--- src/rtl/l2_multi_stream_control.sv ---
// l2_multi_stream_control
// Per-stream bookkeeping for several L2 prefetch streams that share one URAM
// read port and one OpenCAPI request port. Each stream keeps a read pointer,
// a request pointer, a count of valid lines and a count of outstanding
// requests. Requests are issued round-robin; L1 reads are accepted once
// enough lines are present. A stream can be functionally restarted at any
// line once none of its requests are in flight.
module l2_multi_stream_control #(
    parameter int NSTREAMS  = 8,
    parameter int L2_NCL    = 256,
    parameter int L2_MIN_CL = 1,
    parameter int SID_W     = (NSTREAMS > 1) ? $clog2(NSTREAMS) : 1,
    parameter int NCL_W     = $clog2(L2_NCL),
    parameter int CNT_W     = $clog2(L2_NCL + 1)
) (
    input  logic                clk,
    input  logic                reset,
    input  logic                i_rst_v,
    output logic                i_rst_r,
    input  logic [SID_W-1:0]    i_rst_sid,
    input  logic [NCL_W-1:0]    i_rst_ptr,
    input  logic                i_rd_v,
    output logic                i_rd_r,
    input  logic [SID_W-1:0]    i_rd_sid,
    output logic                o_addr_v,
    input  logic                o_addr_r,
    output logic [SID_W-1:0]    o_addr_sid,
    output logic [NCL_W-1:0]    o_addr_ptr,
    output logic                o_req_v,
    input  logic                o_req_r,
    output logic [SID_W-1:0]    o_req_sid,
    output logic [NCL_W-1:0]    o_req_ptr,
    input  logic                i_rsp_v,
    output logic                i_rsp_r,
    input  logic [SID_W-1:0]    i_rsp_sid,
    output logic [NSTREAMS-1:0] o_active,
    output logic                o_err
);

    typedef enum logic {
        ST_IDLE = 1'b0,
        ST_RUN  = 1'b1
    } stream_state_e;

    localparam logic [CNT_W:0]   NCL_EXT = (CNT_W + 1)'(L2_NCL);
    localparam logic [CNT_W-1:0] MIN_CL  = CNT_W'(L2_MIN_CL);

    // Per-stream state
    stream_state_e    state_r      [NSTREAMS];
    stream_state_e    state_nxt_s  [NSTREAMS];
    logic [NCL_W-1:0] rd_ptr_r     [NSTREAMS];
    logic [NCL_W-1:0] rd_ptr_nxt_s [NSTREAMS];
    logic [NCL_W-1:0] req_ptr_r    [NSTREAMS];
    logic [NCL_W-1:0] req_ptr_nxt_s[NSTREAMS];
    logic [CNT_W-1:0] valid_r      [NSTREAMS];
    logic [CNT_W-1:0] valid_nxt_s  [NSTREAMS];
    logic [CNT_W-1:0] outst_r      [NSTREAMS];
    logic [CNT_W-1:0] outst_nxt_s  [NSTREAMS];

    // Arbiter state
    logic [SID_W-1:0] rr_r;
    logic             lock_r;
    logic [SID_W-1:0] lock_sid_r;

    // Registered URAM read request and sticky error
    logic             addr_v_r;
    logic [SID_W-1:0] addr_sid_r;
    logic [NCL_W-1:0] addr_ptr_r;
    logic             err_r;

    // Combinational control
    logic [NSTREAMS-1:0] cand_s;
    logic                arb_found_s;
    logic [SID_W-1:0]    arb_sid_s;
    logic [SID_W-1:0]    arb_idx_s;
    logic                req_v_s;
    logic [SID_W-1:0]    req_sid_s;
    logic                req_hs_s;
    logic [SID_W-1:0]    rr_inc_s;
    logic                rst_rdy_s;
    logic                rst_acc_s;
    logic                rd_rdy_s;
    logic                rd_acc_s;
    logic                rsp_err_s;
    logic [NSTREAMS-1:0] rst_hit_s;
    logic [NSTREAMS-1:0] rd_hit_s;
    logic [NSTREAMS-1:0] rsp_hit_s;
    logic [NSTREAMS-1:0] req_hit_s;

    // A stream may request when running and holding fewer than L2_NCL lines
    always_comb begin
        cand_s = '0;
        for (int s = 0; s < NSTREAMS; s++) begin
            if ((state_r[s] == ST_RUN) &&
                (({1'b0, valid_r[s]} + {1'b0, outst_r[s]}) < NCL_EXT)) begin
                cand_s[s] = 1'b1;
            end else begin
                cand_s[s] = 1'b0;
            end
        end
    end

    // Round-robin search starting at rr; a stalled grant stays locked
    always_comb begin
        arb_found_s = 1'b0;
        arb_sid_s   = '0;
        arb_idx_s   = '0;
        for (int k = 0; k < NSTREAMS; k++) begin
            arb_idx_s = SID_W'((32'(rr_r) + 32'(k)) % 32'(NSTREAMS));
            if (!arb_found_s && cand_s[arb_idx_s]) begin
                arb_found_s = 1'b1;
                arb_sid_s   = arb_idx_s;
            end else begin
                arb_found_s = arb_found_s;
            end
        end
        if (lock_r) begin
            req_v_s   = 1'b1;
            req_sid_s = lock_sid_r;
        end else begin
            req_v_s   = arb_found_s;
            req_sid_s = arb_sid_s;
        end
        req_hs_s = req_v_s && o_req_r;
        if (req_sid_s == SID_W'(NSTREAMS - 1)) begin
            rr_inc_s = '0;
        end else begin
            rr_inc_s = req_sid_s + SID_W'(1);
        end
    end

    // Handshake qualification for functional reset, L1 read and response
    always_comb begin
        rst_rdy_s = (outst_r[i_rst_sid] == '0) &&
                    !(req_v_s && (req_sid_s == i_rst_sid));
        rst_acc_s = i_rst_v && rst_rdy_s;
        rd_rdy_s  = (valid_r[i_rd_sid] >= MIN_CL) &&
                    (!addr_v_r || o_addr_r) &&
                    !(i_rst_v && (i_rst_sid == i_rd_sid));
        rd_acc_s  = i_rd_v && rd_rdy_s;
        rsp_err_s = i_rsp_v && (outst_r[i_rsp_sid] == '0);
        for (int s = 0; s < NSTREAMS; s++) begin
            rst_hit_s[s] = rst_acc_s && (i_rst_sid == SID_W'(s));
            rd_hit_s[s]  = rd_acc_s && (i_rd_sid == SID_W'(s));
            rsp_hit_s[s] = i_rsp_v && (i_rsp_sid == SID_W'(s)) && (outst_r[s] != '0);
            req_hit_s[s] = req_hs_s && (req_sid_s == SID_W'(s));
        end
    end

    // Per-stream FSM and counter next-state; a functional reset overrides all
    always_comb begin
        for (int s = 0; s < NSTREAMS; s++) begin
            state_nxt_s[s]   = state_r[s];
            rd_ptr_nxt_s[s]  = rd_ptr_r[s];
            req_ptr_nxt_s[s] = req_ptr_r[s];
            valid_nxt_s[s]   = valid_r[s];
            outst_nxt_s[s]   = outst_r[s];

            case (state_r[s])
                ST_IDLE: begin
                    if (rst_hit_s[s]) begin
                        state_nxt_s[s] = ST_RUN;
                    end else begin
                        state_nxt_s[s] = ST_IDLE;
                    end
                end
                ST_RUN: begin
                    state_nxt_s[s] = ST_RUN;
                end
                default: begin
                    state_nxt_s[s] = ST_IDLE;
                end
            endcase

            if (rst_hit_s[s]) begin
                rd_ptr_nxt_s[s]  = i_rst_ptr;
                req_ptr_nxt_s[s] = i_rst_ptr;
                valid_nxt_s[s]   = '0;
            end else begin
                if (rd_hit_s[s]) begin
                    rd_ptr_nxt_s[s] = rd_ptr_r[s] + NCL_W'(1);
                end else begin
                    rd_ptr_nxt_s[s] = rd_ptr_r[s];
                end
                if (req_hit_s[s]) begin
                    req_ptr_nxt_s[s] = req_ptr_r[s] + NCL_W'(1);
                end else begin
                    req_ptr_nxt_s[s] = req_ptr_r[s];
                end
                // Simultaneous arrival and consumption leave the count as is
                case ({rsp_hit_s[s], rd_hit_s[s]})
                    2'b10:   valid_nxt_s[s] = valid_r[s] + CNT_W'(1);
                    2'b01:   valid_nxt_s[s] = valid_r[s] - CNT_W'(1);
                    default: valid_nxt_s[s] = valid_r[s];
                endcase
                case ({req_hit_s[s], rsp_hit_s[s]})
                    2'b10:   outst_nxt_s[s] = outst_r[s] + CNT_W'(1);
                    2'b01:   outst_nxt_s[s] = outst_r[s] - CNT_W'(1);
                    default: outst_nxt_s[s] = outst_r[s];
                endcase
            end
        end
    end

    // Per-stream state registers
    always_ff @(posedge clk) begin
        if (reset) begin
            for (int s = 0; s < NSTREAMS; s++) begin
                state_r[s]   <= ST_IDLE;
                rd_ptr_r[s]  <= '0;
                req_ptr_r[s] <= '0;
                valid_r[s]   <= '0;
                outst_r[s]   <= '0;
            end
        end else begin
            for (int s = 0; s < NSTREAMS; s++) begin
                state_r[s]   <= state_nxt_s[s];
                rd_ptr_r[s]  <= rd_ptr_nxt_s[s];
                req_ptr_r[s] <= req_ptr_nxt_s[s];
                valid_r[s]   <= valid_nxt_s[s];
                outst_r[s]   <= outst_nxt_s[s];
            end
        end
    end

    // Round-robin pointer advances past the stream that just handshook
    always_ff @(posedge clk) begin
        if (reset) begin
            rr_r <= '0;
        end else if (req_hs_s) begin
            rr_r <= rr_inc_s;
        end else begin
            rr_r <= rr_r;
        end
    end

    // Hold the grant while the request port is stalled
    always_ff @(posedge clk) begin
        if (reset) begin
            lock_r     <= 1'b0;
            lock_sid_r <= '0;
        end else if (req_v_s && !o_req_r) begin
            lock_r     <= 1'b1;
            lock_sid_r <= req_sid_s;
        end else begin
            lock_r     <= 1'b0;
            lock_sid_r <= lock_sid_r;
        end
    end

    // URAM read output: load on accepted read, hold while stalled
    always_ff @(posedge clk) begin
        if (reset) begin
            addr_v_r   <= 1'b0;
            addr_sid_r <= '0;
            addr_ptr_r <= '0;
        end else if (rd_acc_s) begin
            addr_v_r   <= 1'b1;
            addr_sid_r <= i_rd_sid;
            addr_ptr_r <= rd_ptr_r[i_rd_sid];
        end else if (o_addr_r) begin
            addr_v_r   <= 1'b0;
            addr_sid_r <= addr_sid_r;
            addr_ptr_r <= addr_ptr_r;
        end else begin
            addr_v_r   <= addr_v_r;
            addr_sid_r <= addr_sid_r;
            addr_ptr_r <= addr_ptr_r;
        end
    end

    // Sticky flag for a response that matches no outstanding request
    always_ff @(posedge clk) begin
        if (reset) begin
            err_r <= 1'b0;
        end else if (rsp_err_s) begin
            err_r <= 1'b1;
        end else begin
            err_r <= err_r;
        end
    end

    // Running-stream indication decoded from the per-stream FSMs
    always_comb begin
        o_active = '0;
        for (int s = 0; s < NSTREAMS; s++) begin
            if (state_r[s] == ST_RUN) begin
                o_active[s] = 1'b1;
            end else begin
                o_active[s] = 1'b0;
            end
        end
    end

    assign i_rst_r    = rst_rdy_s;
    assign i_rd_r     = rd_rdy_s;
    assign i_rsp_r    = 1'b1;
    assign o_addr_v   = addr_v_r;
    assign o_addr_sid = addr_sid_r;
    assign o_addr_ptr = addr_ptr_r;
    assign o_req_v    = req_v_s;
    assign o_req_sid  = req_sid_s;
    assign o_req_ptr  = req_ptr_r[req_sid_s];
    assign o_err      = err_r;

endmodule

--- config.mk ---
export PLATFORM = sky130hd
export DESIGN_NAME = l2_multi_stream_control
export DESIGN_NICKNAME = d
export VERILOG_FILES = /design/src/rtl/l2_multi_stream_control.sv
export SDC_FILE = /design/constraint.sdc
export NUM_CORES = 1
export LEC_CHECK = 0
export ABC_AREA = 1
export CAP_MARGIN = 20
export CELL_PAD_IN_SITES_DETAIL_PLACEMENT = 0
export CELL_PAD_IN_SITES_GLOBAL_PLACEMENT = 2
export CORE_ASPECT_RATIO = 1.75
export CORE_MARGIN = 2
export CORE_UTILIZATION = 36
export DETAILED_ROUTE_END_ITERATION = 6
export PLACE_DENSITY = 0.77
export RECOVER_POWER = 50
export SYNTH_ARGS = -nofsm -noshare
export SYNTH_HDL_FRONTEND = slang
export SYNTH_SLANG_ARGS = --single-unit
--- constraint.sdc ---
create_clock -name clk -period 6.05 [get_ports clk]
set_input_delay 1.21 -clock clk [delete_from_list [all_inputs] [get_ports clk]]
set_output_delay 1.21 -clock clk [all_outputs]
set_load 0.02 [all_outputs]
After elaboration in Yosys (flattened, before gate mapping):

Memory sizes are Yosys's and may differ from the RTL's. A register that Yosys moved wholly into a read port is not among the register bits.
Index checks and enable logic that the tools add are counted.

* latch bits: 0
* memories: 5
* bits in read-only memories: 0
* memory bits (writable): 280
* register bits: 12

Memories
* outst_r: words 8, bits a word 9, read ports 10, clocked after Yosys merged registers in 0, wr ports 8, RTL line 57 `logic [CNT_W-1:0] outst_r [NSTREAMS];`
* valid_r: words 8, bits a word 9, read ports 9, clocked after Yosys merged registers in 0, wr ports 8, RTL line 55 `logic [CNT_W-1:0] valid_r [NSTREAMS];`
* rd_ptr_r: words 8, bits a word 8, read ports 9, clocked after Yosys merged registers in 1, wr ports 8, RTL line 51 `logic [NCL_W-1:0] rd_ptr_r [NSTREAMS];`
* req_ptr_r: words 8, bits a word 8, read ports 9, clocked after Yosys merged registers in 0, wr ports 8, RTL line 53 `logic [NCL_W-1:0] req_ptr_r [NSTREAMS];`
* state_r: words 8, bits a word 1, read ports 8, clocked after Yosys merged registers in 0, wr ports 8, RTL line 49 `stream_state_e state_r [NSTREAMS];`

* reductions and logical operators: 92
* multiplexer cells: 177
* shift-type cells: 0
* div/mod/pow operators: 0
* order comparisons: 17
* add/subtract/negate cells: 64
* bitwise operators: 48
* equality and inequality tests: 62
* $mul: 0

Operator list (number)
* $mux 8: 48
* $mux 9: 32
* $pmux 9 s2: 16
* $add 9x1->9 const B: 16
* $sub 9x1->9 const B: 16
* $add 8x1->8 const B: 16
* $add 9x9->10: 8
* $lt 10x9->1 const B: 8
* $reduce_bool 9->1: 8
* $logic_and 1x1->1: 65
* $mux 1: 55
* $eq 3x3->1 const B: 16
* $or 1x1->1: 40
* $eq 2x1->1 const B: 16
* $eq 2x2->1 const B: 16
* $lt 3x4->1 const B: 8
* $mux 3: 10
* $bmux 1 s3: 8
* $eq 3x2->1 const B: 8
* $logic_not 9->1: 2
* $pmux 1 s2: 8
* $add 3x3->3 const B: 4
* $eq 3x1->1 const B: 4
* $logic_not 3->1: 4
* 8 further kinds: 28

Logic depth before layout (Yosys ltp):

An unclocked memory read counts as a cell.

* depth in word-level cells: 39
* mapped depth: 45
* mapped depth without buffers: 44

Least setup slack after synthesis:

OpenSTA, ideal clock, no wires.

* path kind: input to register
* start: input i_rd_sid[1]
* end: memory valid_r[6][8] in the netlist's numbering
* buffers on the path: 1
* required time: 5934 ps
* cell stages on the path: 29
* slack: 473 ps
* data arrival time: 5461 ps
* cell sequence: buf_2 > inv_1 > nor2_2 > clkinv_1 > o22ai_1 > nor4_1 > o311ai_0 > nand2_1 > a31oi_1 > nand2_1 > nor2_1 > inv_1 > nor2_1 > ha_1 > inv_1 > fa_1 > o21ai_0 > a21oi_1 > inv_1 > a21oi_1 > nor2_1 > nor2_1 > inv_1 > a21oi_1 > nand2_1 > nand2_1 > nor2_1 > xnor2_1 > nor2_1

RTL lines
* start: declaration: RTL line 24 `input logic [SID_W-1:0] i_rd_sid,`
* end: declaration: RTL line 55

==> impl_metrics.csv <==
group,metric,value,unit
critical_path,critPathMaxFanout,12,
die,num_rows,123,
synthesis,yosys_warnings,0,
synthesis,yosysMostFrequentCell,"nand2_1",
final_layout,final_area,0.0266,mm2
final_layout,antenna_cells,0,
global_routing,grt_antenna_before_repair,0,
synthesis,synth_nets,3669,
place,placement.io_buffers,58,
final_layout,area_growth_syn_to_layout,13.3,%
place,placed_area,0.0255,mm2
timing,period_share,98.1,%
power,p_sw,4950,uW
power,power_frac_comb,53.0,%
clock_network,htree_levels,2,
global_routing,gr-usage-all-layers,26.6,%
final_layout,drive_above_1_share,7.52,%
critical_path,endpoint_kind,"primary output",
synthesis,syn_area,0.0234,mm2
global_routing,grt_pass1_vias,23500,
timing,finalMaxSlewViolations,0,
synthesis,synth_top_area_share,25.6,%
drt,wl_per_cell,20.5,um
power,p_int,5360,uW
synthesis,ys_async_sr_fraction,0,%
clock_network,cts_made_buffers,37,
die,ios,60,
clock_network,cts_tree,"built",
critical_path,critPathArrivalTime,4720,ps
drt,viasPerCell,5.39,
clock_network,cts_buffer_depth,3,
clock_network,ctsHoldBuffers,0,
critical_path,critPathRequiredTime,4840,ps
clock_network,root_buffer,"clkbuf_16",
worst_hold_path,min_path_type,"reg2reg",
timing,fin_hold_ws,511,ps
timing,tightest_slew,1440,ps
timing,slew_headroom,3.77,%
drt,drcViolationCount,0,
power,clockPowerShare,22.0,%
critical_path,path_class,"reg2out",
power,switching_share,48.0,%
die,die_area,0.0673,mm2
drt,drtIter0Drc,1229,
clock_network,cts_setup_buffers,0,
synthesis,ys_types,60,
critical_path,crit_family,"simple AND/OR/NAND/NOR gates",
die,die_h,342,um
synthesis,synth.area.top_cells,"dfxtp_1, ha_1, nand2_1",
drt,num_vias,23500,
critical_path,path_buf_inv,3,
global_routing,grt_overflow,0,
timing,rsz0062_at_grt,"true",
critical_path,cp_common_cell,"nand2_1",
synthesis,synth_common_cells,"nand2_1, nor2_1, nand3_1",
power,power.total,10300,uW
critical_path,cp-start-kind,"flop",
critical_path,path_cells,"ha_1, a21oi_1, o21a_1, nand2_1, nor2_1, nand4_1, nand3_1, nand3_2, nand2_2, nor2_8, nand4_4, nor2_1, nand2_1, nand3_1, nand2_1, nand2_2, nand2_4, buf_4, nand2_1, nand2_1, nor2_2, a21boi_0, buf_4, clkdlybuf4s50_1",
place,dp_hpwl,70.7,mm
timing,period_minus_slack,5930,ps
die,start_util,36.4,%
global_routing,grt_max_degree,78,
run_status,status,"finished clean",
synthesis,ys_seq_area_share,25.6,%
clock_network,insertion_delay,580,ps
power,power_frac_seq,25.0,%
timing,hold_viol,0,
timing,fin_worst_skew,22.4,ps
power,leakage,0.0127,uW
clock_network,clk_pin_slew,60,ps
clock_network,cts.sinks,300,
power,peakVddDrop,0.427,mV
die,die_x,197,um
synthesis,synthCells,3413,
critical_path,critPathSlowestCell,"clkdlybuf4s50_1",
power,p_per_area,388,mW/mm2
synthesis,synth_top_cell_by_area,"dfxtp_1",
die,coreArea,0.0643,mm2
synthesis,ys_dominant_reg_cell,"dfxtp_1",
drt,first_pass_iters,5,
drt,ant_nets,0,
timing,setup_viol,0,
synthesis,synth_seq_cells,300,
synthesis,synth_edf_count,0,
run,maxCapViolCount,0,
final_layout,final_nets,3781,
synthesis,avgSynthCellArea,6.87,um2
global_routing,grt_pass1_wl,137,mm
timing,max_freq,169,MHz
place,place.gp.congestion,0.924,
drt,routed_wirelength,89.5,mm
final_layout,fillers,6879,
critical_path,max_stage_delay,600,ps
logic make-up (layout without fill, tap and decap cells):
| logic type | Yosys count | after routing | share of synthesized area [%] |
|---|---|---|---|
| AOI/OAI and AO/OA | 596 | 596 | 14.7 |
| xor gates and xnor gates | 216 | 216 | 8.07 |
| adders and majority gates | 232 | 232 | 12.9 |
| buffers and inverters | 481 | 617 | 8.35 |
| DFF | 300 | 300 | 25.6 |
| other | 1 | 1 | 0.0160 |
| and+or+nand+nor | 1587 | 1587 | 30.4 |
timing repair:
action | CTS | global route
endpoints found under the setup margin | 7 | 23
pin swaps | 0 | 1
resized for setup | 8 | 23
sequential cells by signal, indices dropped and copies added (netlist names):
signal      cells
rd_ptr_r       64
o_addr_v        1
state_r         8
req_ptr_r      64
lock_sid_r      3
rr_r            3
valid_r        72
lock_r          1
outst_r        72
o_err           1
o_addr_sid      3
o_addr_ptr      8
path summary, 6_finish.rpt:
path                                             startpoint                          end  slack (ps)  depth (start not counted)
worst max register to register   valid_r[6][8]$_SDFFE_PP0P_   outst_r[7][8]$_SDFFE_PP0P_         320                         36
worst max-delay path             valid_r[6][8]$_SDFFE_PP0P_                      i_rst_r         120                         24
worst min-delay path            rd_ptr_r[3][7]$_SDFFE_PP0P_  rd_ptr_r[3][7]$_SDFFE_PP0P_         510                          2
worst min register to register  rd_ptr_r[3][7]$_SDFFE_PP0P_  rd_ptr_r[3][7]$_SDFFE_PP0P_         510                          2
cells in the final DEF, fill, tap and decap left out, types with 53 or more instances in the layout:
master,count
a21oi_1,254
inv_1,343
ha_1,211
nand2_1,667
nor2_1,378
xnor2_1,53
nand3_1,355
xor2_1,163
o21ai_0,111
dfxtp_1,300
buf_4,108
o21ai_1,57
nand4_1,65
worst register-to-register path, delay by kind of cell, from the launching register on:
family	cells	cell delay, ps
xor+xnor	1	170
compound gates	6	920
fa+ha+maj	5	1400
simple gates	22	2280
flops	1	450
buf+inv	2	460
area by class of cell:
type | count | area [um2] | area share (%)
Clock inverter | 9 | 80.1 | 0.301
Multi-Input combinational cell | 2632 | 15400 | 58.1
Sequential cell | 300 | 6010 | 22.6
Clock buffer | 54 | 1090 | 4.11
Tap cell | 812 | 1020 | 3.83
Inverter | 375 | 1410 | 5.32
Timing Repair Buffer | 179 | 1530 | 5.76
stage by stage:
stage / setup TNS [ps] / utilization, % / setup WS [ps] / cells
floorplan: 0 / - / 473 / 3413
global placement: 0 / 39.6 / 129 / 4298
detailed placement: 0 / 39.6 / 143 / 4298
CTS: -30.2 / 41.5 / -30.2 / 4361
global route: -3200 / 41.3 / -209 / 4361
finish: 0 / 41.3 / 115 / 4361
layer usage:
layer / part of all wire, % / track usage [%] / vias to the layer above / routed length, um
met5: 0 / 0 / - / 0
met4: 6.6 / 15.2 / 0 / 5900
met3: 3.5 / 2.57 / 207 / 3140
met2: 52 / 50.5 / 587 / 46500
met1: 38 / 28.4 / 11000 / 34000
li1: - / - / 11700 / -
power by group through the flow:
stage,clock [uW],combinational [uW],sequential (uW)
after global routing,2390,5930,2620
after floorplan,0,3400,2520
after detailed placement,0,5470,2630
after CTS,2340,5560,2580
after global placement,0,5460,2630
final,2260,5470,2580
(Power assumes the default switching activity.)
